### src/rtl/wb_pkg.sv
// Shared definitions for the writeback port arbiter slice.
//   REG_ADDR_W : architectural register index width
//   ZERO_REG   : x0, never written
//   wb_req_t   : one register-file write request at the default data width
package wb_pkg;

  localparam int unsigned REG_ADDR_W = 5;
  localparam int unsigned WB_XLEN    = 32;

  localparam logic [REG_ADDR_W-1:0] ZERO_REG = 5'd0;

  typedef struct packed {
    logic                  we;
    logic [REG_ADDR_W-1:0] waddr;
    logic [WB_XLEN-1:0]    wd;
  } wb_req_t;

endpackage

### src/rtl/wb_fifo.sv
// Circular buffer holding mul/div results waiting for a free write-port cycle.
// Each entry carries a live bit; dead entries (x0 or killed by a younger
// pipeline write) still occupy a slot and drain without writing.
// Ports:
//   clk, rst            clock, async active-low reset
//   push, push_waddr/wd enqueue one entry (ignored when full)
//   pop                 dequeue the head (ignored when empty)
//   kill_en, kill_addr  clear live on every stored entry targeting kill_addr
//   head_*              head entry contents
//   full, empty, count  occupancy
//   live_vec, addr_vec  per-slot live bits and destinations
module wb_fifo
  import wb_pkg::*;
#(
  parameter int unsigned DEPTH = 4,
  parameter int unsigned XLEN  = 32
) (
  input  logic                                  clk,
  input  logic                                  rst,
  input  logic                                  push,
  input  logic [REG_ADDR_W-1:0]                 push_waddr,
  input  logic [XLEN-1:0]                       push_wd,
  input  logic                                  pop,
  input  logic                                  kill_en,
  input  logic [REG_ADDR_W-1:0]                 kill_addr,
  output logic                                  head_live,
  output logic [REG_ADDR_W-1:0]                 head_waddr,
  output logic [XLEN-1:0]                       head_wd,
  output logic                                  full,
  output logic                                  empty,
  output logic [$clog2(DEPTH):0]                count,
  output logic [DEPTH-1:0]                      live_vec,
  output logic [DEPTH-1:0][REG_ADDR_W-1:0]      addr_vec
);

  localparam int unsigned PW = $clog2(DEPTH);
  localparam int unsigned CW = PW + 1;

  logic [PW-1:0]                 rd_ptr;
  logic [PW-1:0]                 wr_ptr;
  logic [DEPTH-1:0]              live;
  logic [DEPTH-1:0][REG_ADDR_W-1:0] waddr;
  logic [XLEN-1:0]               wd [DEPTH];

  logic push_ok;
  logic pop_ok;

  assign full    = (count == CW'(DEPTH));
  assign empty   = (count == '0);
  assign push_ok = push && !full;
  assign pop_ok  = pop && !empty;

  assign head_live  = live[rd_ptr];
  assign head_waddr = waddr[rd_ptr];
  assign head_wd    = wd[rd_ptr];
  assign live_vec   = live;
  assign addr_vec   = waddr;

  // Kill first, then pop, then push: the pushed slot is never live beforehand
  // (not full), so the kill cannot touch the entry written on the same edge.
  always_ff @(posedge clk or negedge rst) begin
    if (!rst) begin
      rd_ptr <= '0;
      wr_ptr <= '0;
      count  <= '0;
      live   <= '0;
      waddr  <= '0;
      for (int unsigned i = 0; i < DEPTH; i++) wd[i] <= '0;
    end else begin
      if (kill_en) begin
        for (int unsigned i = 0; i < DEPTH; i++) begin
          if (waddr[i] == kill_addr) live[i] <= 1'b0;
        end
      end
      if (pop_ok) begin
        live[rd_ptr] <= 1'b0;
        rd_ptr       <= rd_ptr + 1'b1;
      end
      if (push_ok) begin
        live[wr_ptr]  <= (push_waddr != ZERO_REG);
        waddr[wr_ptr] <= push_waddr;
        wd[wr_ptr]    <= push_wd;
        wr_ptr        <= wr_ptr + 1'b1;
      end
      case ({push_ok, pop_ok})
        2'b10:   count <= count + 1'b1;
        2'b01:   count <= count - 1'b1;
        default: ;
      endcase
    end
  end

endmodule

### src/rtl/wb_port_arbiter.sv
// Register-file write port arbiter. The in-order pipeline writeback has fixed
// priority; mul/div results are queued in wb_fifo and drain into idle cycles.
// A granted pipeline write kills older queued results to the same register.
// Optional macro WB_MD_BYPASS_EN: with an empty FIFO and no pipeline write,
// a valid mul/div result goes straight to the write port.
// Ports:
//   clk, rst                      clock, async active-low reset
//   pipe_we/waddr/wd              pipeline writeback
//   md_valid/ready/waddr/wd       mul/div result handshake
//   rf_we/waddr/wd                registered register-file write port
//   pending_mask                  destinations of live queued entries
//   fifo_count                    queue occupancy
module wb_port_arbiter
  import wb_pkg::*;
#(
  parameter int unsigned DEPTH = 4,
  parameter int unsigned XLEN  = 32
) (
  input  logic                    clk,
  input  logic                    rst,
  input  logic                    pipe_we,
  input  logic [REG_ADDR_W-1:0]   pipe_waddr,
  input  logic [XLEN-1:0]         pipe_wd,
  input  logic                    md_valid,
  output logic                    md_ready,
  input  logic [REG_ADDR_W-1:0]   md_waddr,
  input  logic [XLEN-1:0]         md_wd,
  output logic                    rf_we,
  output logic [REG_ADDR_W-1:0]   rf_waddr,
  output logic [XLEN-1:0]         rf_wd,
  output logic [31:0]             pending_mask,
  output logic [$clog2(DEPTH):0]  fifo_count
);

  logic                              pipe_grant;
  logic                              bypass;
  logic                              push;
  logic                              pop;
  logic                              fifo_full;
  logic                              fifo_empty;
  logic                              head_live;
  logic [REG_ADDR_W-1:0]             head_waddr;
  logic [XLEN-1:0]                   head_wd;
  logic [DEPTH-1:0]                  live_vec;
  logic [DEPTH-1:0][REG_ADDR_W-1:0]  addr_vec;

  assign pipe_grant = pipe_we && (pipe_waddr != ZERO_REG);

`ifdef WB_MD_BYPASS_EN
  assign bypass = md_valid && fifo_empty && !pipe_grant;
`else
  assign bypass = 1'b0;
`endif

  assign md_ready = !fifo_full;
  assign push     = md_valid && !fifo_full && !bypass;
  assign pop      = !pipe_grant && !bypass && !fifo_empty;

  wb_fifo #(
    .DEPTH (DEPTH),
    .XLEN  (XLEN)
  ) u_fifo (
    .clk        (clk),
    .rst        (rst),
    .push       (push),
    .push_waddr (md_waddr),
    .push_wd    (md_wd),
    .pop        (pop),
    .kill_en    (pipe_grant),
    .kill_addr  (pipe_waddr),
    .head_live  (head_live),
    .head_waddr (head_waddr),
    .head_wd    (head_wd),
    .full       (fifo_full),
    .empty      (fifo_empty),
    .count      (fifo_count),
    .live_vec   (live_vec),
    .addr_vec   (addr_vec)
  );

  always_ff @(posedge clk or negedge rst) begin
    if (!rst) begin
      rf_we    <= 1'b0;
      rf_waddr <= '0;
      rf_wd    <= '0;
    end else if (pipe_grant) begin
      rf_we    <= 1'b1;
      rf_waddr <= pipe_waddr;
      rf_wd    <= pipe_wd;
    end else if (bypass) begin
      rf_we    <= (md_waddr != ZERO_REG);
      rf_waddr <= md_waddr;
      rf_wd    <= md_wd;
    end else if (pop) begin
      rf_we    <= head_live;
      rf_waddr <= head_waddr;
      rf_wd    <= head_wd;
    end else begin
      rf_we    <= 1'b0;
    end
  end

  // Live entries never target x0; bit 0 is forced clear regardless.
  always_comb begin
    pending_mask = '0;
    for (int unsigned i = 0; i < DEPTH; i++) begin
      if (live_vec[i]) pending_mask[addr_vec[i]] = 1'b1;
    end
    pending_mask[0] = 1'b0;
  end

endmodule
### config.mk
export PLATFORM = sky130hd
export DESIGN_NAME = wb_port_arbiter
export DESIGN_NICKNAME = d
export VERILOG_FILES = /design/src/rtl/wb_pkg.sv /design/src/rtl/wb_fifo.sv /design/src/rtl/wb_port_arbiter.sv
export SDC_FILE = /design/constraint.sdc
export NUM_CORES = 1
export LEC_CHECK = 0
export CAP_MARGIN = 40
export CORE_MARGIN = 2
export CORE_UTILIZATION = 33
export DETAILED_ROUTE_END_ITERATION = 8
export PLACE_DENSITY_LB_ADDON = 0.1
export SLEW_MARGIN = 10
export SYNTH_ARGS = -nofsm -noshare
export SYNTH_HDL_FRONTEND = slang
export SYNTH_HIERARCHICAL = 1
export SYNTH_SLANG_ARGS = --single-unit
### constraint.sdc
create_clock -name clk -period 8.1 [get_ports clk]
set_clock_uncertainty 0.15 [all_clocks]
set_input_delay 2.43 -clock clk [delete_from_list [all_inputs] [get_ports clk]]
set_output_delay 2.43 -clock clk [all_outputs]
set_load 0.02 [all_outputs]
==> impl_metrics.tcl, run 1 <==
set metrics [dict create \
    synth_cell_types 50 \
    p_seq_frac 0.369 \
    grt_pass1_wl_um 45020 \
    powerDensity_mw_per_mm2 424.2 \
    cap_violations 0 \
    switching_share 0.3647 \
    hold_path.startpoint "u_fifo/wd[121]" \
    worstPathMaxFanout 16 \
    ys_seq_area_frac 0.4818 \
    numCtsBuffers 17 \
    grt_pass1_vias 7597 \
    fp.dieH_um 180.1 \
    yosys_warnings 6 \
    ctsHoldBuffers 0 \
    tightest_slew_ns 0.8472 \
    grt_use_total 0.1789 \
    clockRootBuffer "clkbuf_16" \
    drc 0 \
    timing.reg2reg.worst_path_depth 10 \
    netlist_area_sq_mm 0.01023 \
    cp.required_ns 5.52 \
    clock_path_buffers 2 \
    final.min_clock_period_ns 5.408 \
    cts.clk_slew.worst_paths_ns 0.07 \
    grt.overflow.total 0 \
    yosys-top-cells-area "dfrtp_1, mux2_2, mux4_2, mux2_4, o221ai_1" \
    critPathMaxStageDelay_ns 0.78 \
    leakagePower_nw 5.033 \
    tns_ns 0 \
    ios 152 \
    routed_wirelength_um 28560 \
    critical_path_class "reg -> out" \
    cp-start-kind "register" \
    cp.depth 4 \
    antennaDiodeCount 0 \
    drtIter0Drc 451 \
    htreeDepth 4 \
    hold_path_end "u_fifo/wd[121]" \
    avgSynthCellArea_sq_um 14.45 \
    cts_resized 0 \
    dr.pass1.iters 5 \
    synth_seq_cells 197 \
    crit_start "u_fifo/addr_vec[1]" \
    r2r_slack_ns 5.36 \
    place.gp.congestion 0.8713 \
    async_reset_ff_frac 1.000 \
    cts_setup_buffers 0 \
    maxSlewViolCount 0 \
    start_util 0.3345 \
    reg2reg_from "u_fifo/count[0]" \
    worst_hold_path_type "reg -> reg" \
    worstPathArrival_ns 2.83 \
    ir_drop_mv 0.1876 \
    comb_power_share 0.465 \
    row_count 64 \
    cp-end-kind "primary output" \
    fp.dieW_um 180.1 \
    synth_edf_count 0 \
    numPortBuffers 150 \
    antenna_left 0 \
    synth_cells 708 \
    cts_tree "built" \
    hpwl_um 18890 \
    vias 6825 \
    area_delta_synth_final_pct 24.51 \
    yosys.area.top_type "dfrtp_1" \
    wl_per_cell_um 22.72 \
    hold_viol 0 \
    worst_hold_slack_ns 0.3560 \
    clockPowerShare 0.166 \
    synth_top_area_frac 0.4818 \
    period_share 0.6677 \
    viasPerCell 5.430 \
    crit_family "flip-flops" \
    rr_endpoint "u_fifo/count[2]" \
    status "complete, no violations" \
    cp_num_buf_inv 1 \
    drive_gt1_frac 0.3508 \
    synth_flop_cell "dfrtp_1" \
    antenna_found_initial 0 \
    crit_path_top_delay_cell "dfrtp_1" \
    dieArea_sq_mm 0.03243 \
    grt_max_degree 66 \
    hold_depth 1 \
    fin_nets 936 \
    slew_headroom 0.4340 \
    max_freq_ghz 0.1849 \
    clk_latency_ns 0.44 \
    synth_fp_nets 796 \
    rsz0062_at_grt "false" \
    cts.sinks 197 \
    setup_violations 0 \
    core_sq_mm 0.03059 \
    cellInternalPower_w 0.003433 \
    worstPathCellList "nor2b_1 -> a22oi_1 -> o221ai_1 -> clkdlybuf4s50_1" \
    p_sw_w 0.001971 \
]
-- logic make-up after synthesis --
family,share of synthesized area
AOI/OAI and AO/OA,0.06482
xor gates and xnor gates,0.02140
adders and majority gates,0.01296
buffers and inverters,0.02984
DFF,0.4818
muxes,0.3361
other,0.0003665
and+or+nand+nor,0.05271
-- layout make-up --
class | count | area, sq um
clock buffer | 18 | 439.2
clock inverter | 14 | 186.4
fill | 2819 | 17850
inverter | 15 | 56.30
multi-input combinational | 457 | 5001
sequential | 197 | 4935
tap | 396 | 495.5
timing repair buffer | 160 | 1625
-- routing by layer --
layer / up-vias / track usage / share of wire
li1: 2994 / - / -
met1: 3581 / 0.2267 / 0.43
met2: 209 / 0.3080 / 0.51
met3: 41 / 0.03840 / 0.048
met4: 0 / 0.05194 / 0.017
met5: - / 0 / 0
-- layout by cell type, fill, tap and decap left out, types with 3 or more instances in the layout --
cell type	synthesis	layout
a21boi_0	4	4
a22o_1	4	4
a22oi_1	18	18
a31oi_1	4	4
a32oi_1	12	12
and3_4	4	4
and4b_1	6	6
buf_4	1	7
bufinv_16	0	3
clkbuf_16	0	17
clkdlybuf4s50_1	0	149
clkinv_4	0	3
dfrtp_1	197	195
ha_1	9	9
inv_1	14	14
inv_6	0	3
inv_8	0	3
mux2_1	5	5
mux2_2	175	175
mux2_4	33	33
mux2i_1	6	6
mux4_2	38	38
nand2_1	19	19
nand3_1	6	6
nor2_1	8	8
nor2b_1	10	10
nor4_1	4	4
nor4bb_1	6	6
o21ai_1	5	5
o221ai_1	30	30
xnor2_1	7	7
xor2_1	18	18
-- through the flow --
step | cell area (sq um) | total power [W] | util | setup slack, ns | cells
global route | 12740 | 0.005739 | 0.4164 | 2.540 | 1257
global placement | 12030 | 0.004434 | 0.3933 | 2.396 | 1220
finish | 12740 | 0.005403 | 0.4164 | 2.692 | 1257
CTS | 12710 | 0.005467 | 0.4155 | 2.663 | 1256
detailed placement | 12090 | 0.004541 | 0.3951 | 2.312 | 1224
floorplan | 10230 | 0.003623 | - | 3.005 | 708
-- worst reg2reg max path: stages (launching register included) --
cell and delay, ns:
dfrtp_1 0.45, nor3_2 0.11, buf_4 0.20, nor2_1 0.12
nor2b_1 0.45, ha_1 0.30, inv_1 0.08, fa_1 0.38
xor2_1 0.15, nor2_1 0.12, xor2_1 0.16
-- sequential cells by signal, indices dropped and copies added (netlist names), 2 cells and up --
name             cells
u_fifo/wd          128
rf_wd               32
u_fifo/addr_vec     20
rf_waddr             5
u_fifo/live_vec      4
u_fifo/count         3
u_fifo/rd_ptr        2
u_fifo/wr_ptr        2
-- power groups by stage --
stage	Sequential, W	Clock (W)	Combinational, W
floorplan	0.00190	0	0.00172
global placement	0.00201	0	0.00243
detailed placement	0.00201	0	0.00253
CTS	0.00199	0.000932	0.00254
global route	0.00207	0.000973	0.00269
finish	0.00199	0.000899	0.00251
-- Yosys cell counts (2+ instances only) --
master,instances
dfrtp_1,197
mux2_2,175
mux4_2,38
mux2_4,33
o221ai_1,30
nand2_1,19
a22oi_1,18
xor2_1,18
inv_1,14
buf_2,13
a32oi_1,12
buf_6,11
clkbuf_1,11
nor2b_1,10
ha_1,9
nor2_1,8
xnor2_1,7
and4b_1,6
mux2i_1,6
nand3_1,6
nor4bb_1,6
mux2_1,5
o21ai_1,5
a21boi_0,4
a22o_1,4
a31oi_1,4
and3_4,4
nor4_1,4
buf_1,3
and4_1,2
nand2b_1,2
nand4_1,2
nand4b_1,2
nor3_1,2
nor4b_1,2
o21ai_0,2
-- how the worst max path moves through the flow --
stage / end / slack [ns]
after floorplan: u_fifo/count[2] / 3.00
after global placement: u_fifo/count[2] / 2.40
after detailed placement: u_fifo/count[2] / 2.31
after CTS: pending_mask[29] / 2.66
after global routing: u_fifo/count[2] / 2.54
final: pending_mask[30] / 2.69
No activity file was read; power rests on OpenSTA's default activity.
==> inputs of run 2 (changes only) <==
==> constraint.sdc (replaced) <==
create_clock -name clk -period 4.8 [get_ports clk]
set_clock_uncertainty 0.15 [all_clocks]
set_input_delay 1.44 -clock clk [delete_from_list [all_inputs] [get_ports clk]]
set_output_delay 1.44 -clock clk [all_outputs]
set_load 0.02 [all_outputs]
==> run 2 against run 1 <==
- die area unchanged
- sequential cell count unchanged
- hold slack got worse by 0.0014 ns
- highest routed layer unchanged
- combinational power up 70%
- via count up 0.51%
- non-clock buffer count rose by 4
- largest cell class unchanged
==> impl_metrics.tcl, run 2 (synthesized netlist as in run 1, its figures left out) <==
set metrics [dict create \
    grt_pass1_wl_um 44400 \
    numPortBuffers 150 \
    status "complete, no violations" \
    cts.sinks 197 \
    setup_violations 0 \
    grt_use_total 0.1754 \
    rsz0062_at_grt "false" \
    wl_per_cell_um 22.24 \
    hpwl_um 18500 \
    ir_drop_mv 0.2850 \
    cts.clk_slew.worst_paths_ns 0.07 \
    postLayoutCoreUtil 0.4166 \
    cts_resized 0 \
    routed_wirelength_um 28060 \
    grt.overflow.total 0 \
    antenna_left 0 \
    place.gp.congestion 0.8734 \
    cts_tree "built" \
    powerDensity_mw_per_mm2 708.5 \
    ctsHoldBuffers 0 \
    worstPathArrival_ns 2.80 \
    tightest_slew_ns 0.8762 \
    drtIter0Drc 468 \
    r2r_slack_ns 2.26 \
    routed.top_layer "met4" \
    largest_register_ffs 128 \
    cp-start-kind "register" \
    fin_nets 940 \
    cp-end-kind "primary output" \
    cap_violations 0 \
    area_delta_synth_final_pct 24.54 \
    dieArea_sq_mm 0.03243 \
    hold_viol 0 \
    htreeDepth 4 \
    largest-register "u_fifo/wd" \
    dr_wl_met3_um 1495 \
    start_util 0.3345 \
    viasPerCell 5.436 \
    clk_latency_ns 0.43 \
    drc 0 \
    leakagePower_nw 5.028 \
    cts_setup_buffers 0 \
    clock_path_buffers 2 \
    dr.pass1.iters 4 \
    wl_met2_um 14190 \
    drive_gt1_frac 0.3514 \
    ios 152 \
    final_cell_area_sq_mm 0.01274 \
    grt_max_degree 97 \
    fillers 2804 \
    max_freq_ghz 0.2278 \
    postPlaceCellArea_sq_mm 0.01212 \
    fp.dieW_um 180.1 \
    maxSlewViolCount 0 \
    slew_headroom 0.4159 \
    fp.dieH_um 180.1 \
    period_share 0.9147 \
    layout_common_cells "dfrtp_1, mux2_2, clkdlybuf4s50_1, mux4_2, mux2_4" \
    final.min_clock_period_ns 4.390 \
    row_count 64 \
    core_sq_mm 0.03059 \
    final_common_cell "dfrtp_1" \
    grt_pass1_vias 7570 \
    worst_hold_path_type "reg -> reg" \
    tns_ns 0 \
    met1_length_um 12060 \
    cp.required_ns 3.21 \
    antenna_found_initial 1 \
    vias 6860 \
    clockRootBuffer "clkbuf_16" \
    worstPathMaxFanout 11 \
    critical_path_class "reg -> out" \
    numCtsBuffers 17 \
]
## run 2: changes by cell type in the layout (fill, tap and decap cells not counted), moves of 2 or more
cell | before | now
bufinv_16 | 3 | 1
clkinv_8 | 0 | 3
buf_4 | 7 | 11
clkbuf_1 | 0 | 2
clkinv_2 | 2 | 0
## run 2: cell type report
type                    count  area, sq um  area share
diodes                      1        2.502   0.0001964
clock buffers              19        432.9     0.03397
clock inverters            13        163.9     0.01286
inverters                  15        56.30    0.004419
multi-input cells         457         5001      0.3925
flip-flops and latches    197         4935      0.3873
well taps                 396        495.5     0.03888
repair buffers            164         1655      0.1299
## run 2: power by group
part / internal [W] / switching (W)
logic: 0.00244 / 0.00182
clock network: 0.000746 / 0.000702
registers: 0.00252 / 0.000802
total: 0.00570 / 0.00333
## run 2: path summary, 6_finish.rpt
path / cells after the start / to / start
hold / removal: 1 / u_fifo/wd[51] / u_fifo/wd[51]
setup / recovery: 4 / pending_mask[6] / u_fifo/addr_vec[7]
min in group asynchronous: 2 / rf_wd[24] / rst
setup reg to reg: 10 / u_fifo/count[2] / u_fifo/count[0]
max in group asynchronous: 3 / rf_wd[13] / rst
hold reg to reg: 1 / u_fifo/wd[51] / u_fifo/wd[51]
## run 2: critical path, stage by stage (launching register included)
cell and delay, ns:
dfrtp_1 0.59, nor4bb_1 0.78, a22oi_1 0.22, o221ai_1 0.13, clkdlybuf4s50_1 0.65
## run 2: stage by stage
step	cells	power [W]	hold WS (ns)	setup WS [ns]
2_1_floorplan	708	0.006114	0.3251	0.6947
3_3_place_gp	1226	0.007449	0.3333	0.4745
3_5_place_dp	1228	0.007645	0.3416	0.4244
4_1_cts	1260	0.009134	0.3595	0.4739
5_1_grt	1261	0.009604	0.3696	0.3186
6_report	1262	0.009028	0.3546	0.4097
## run 2: layer usage
layer | vias up | global-route usage
li1 | 3011 | -
met5 | - | 0
met1 | 3612 | 0.2296
met4 | 0 | 0.04129
met2 | 212 | 0.2956
met3 | 25 | 0.04103
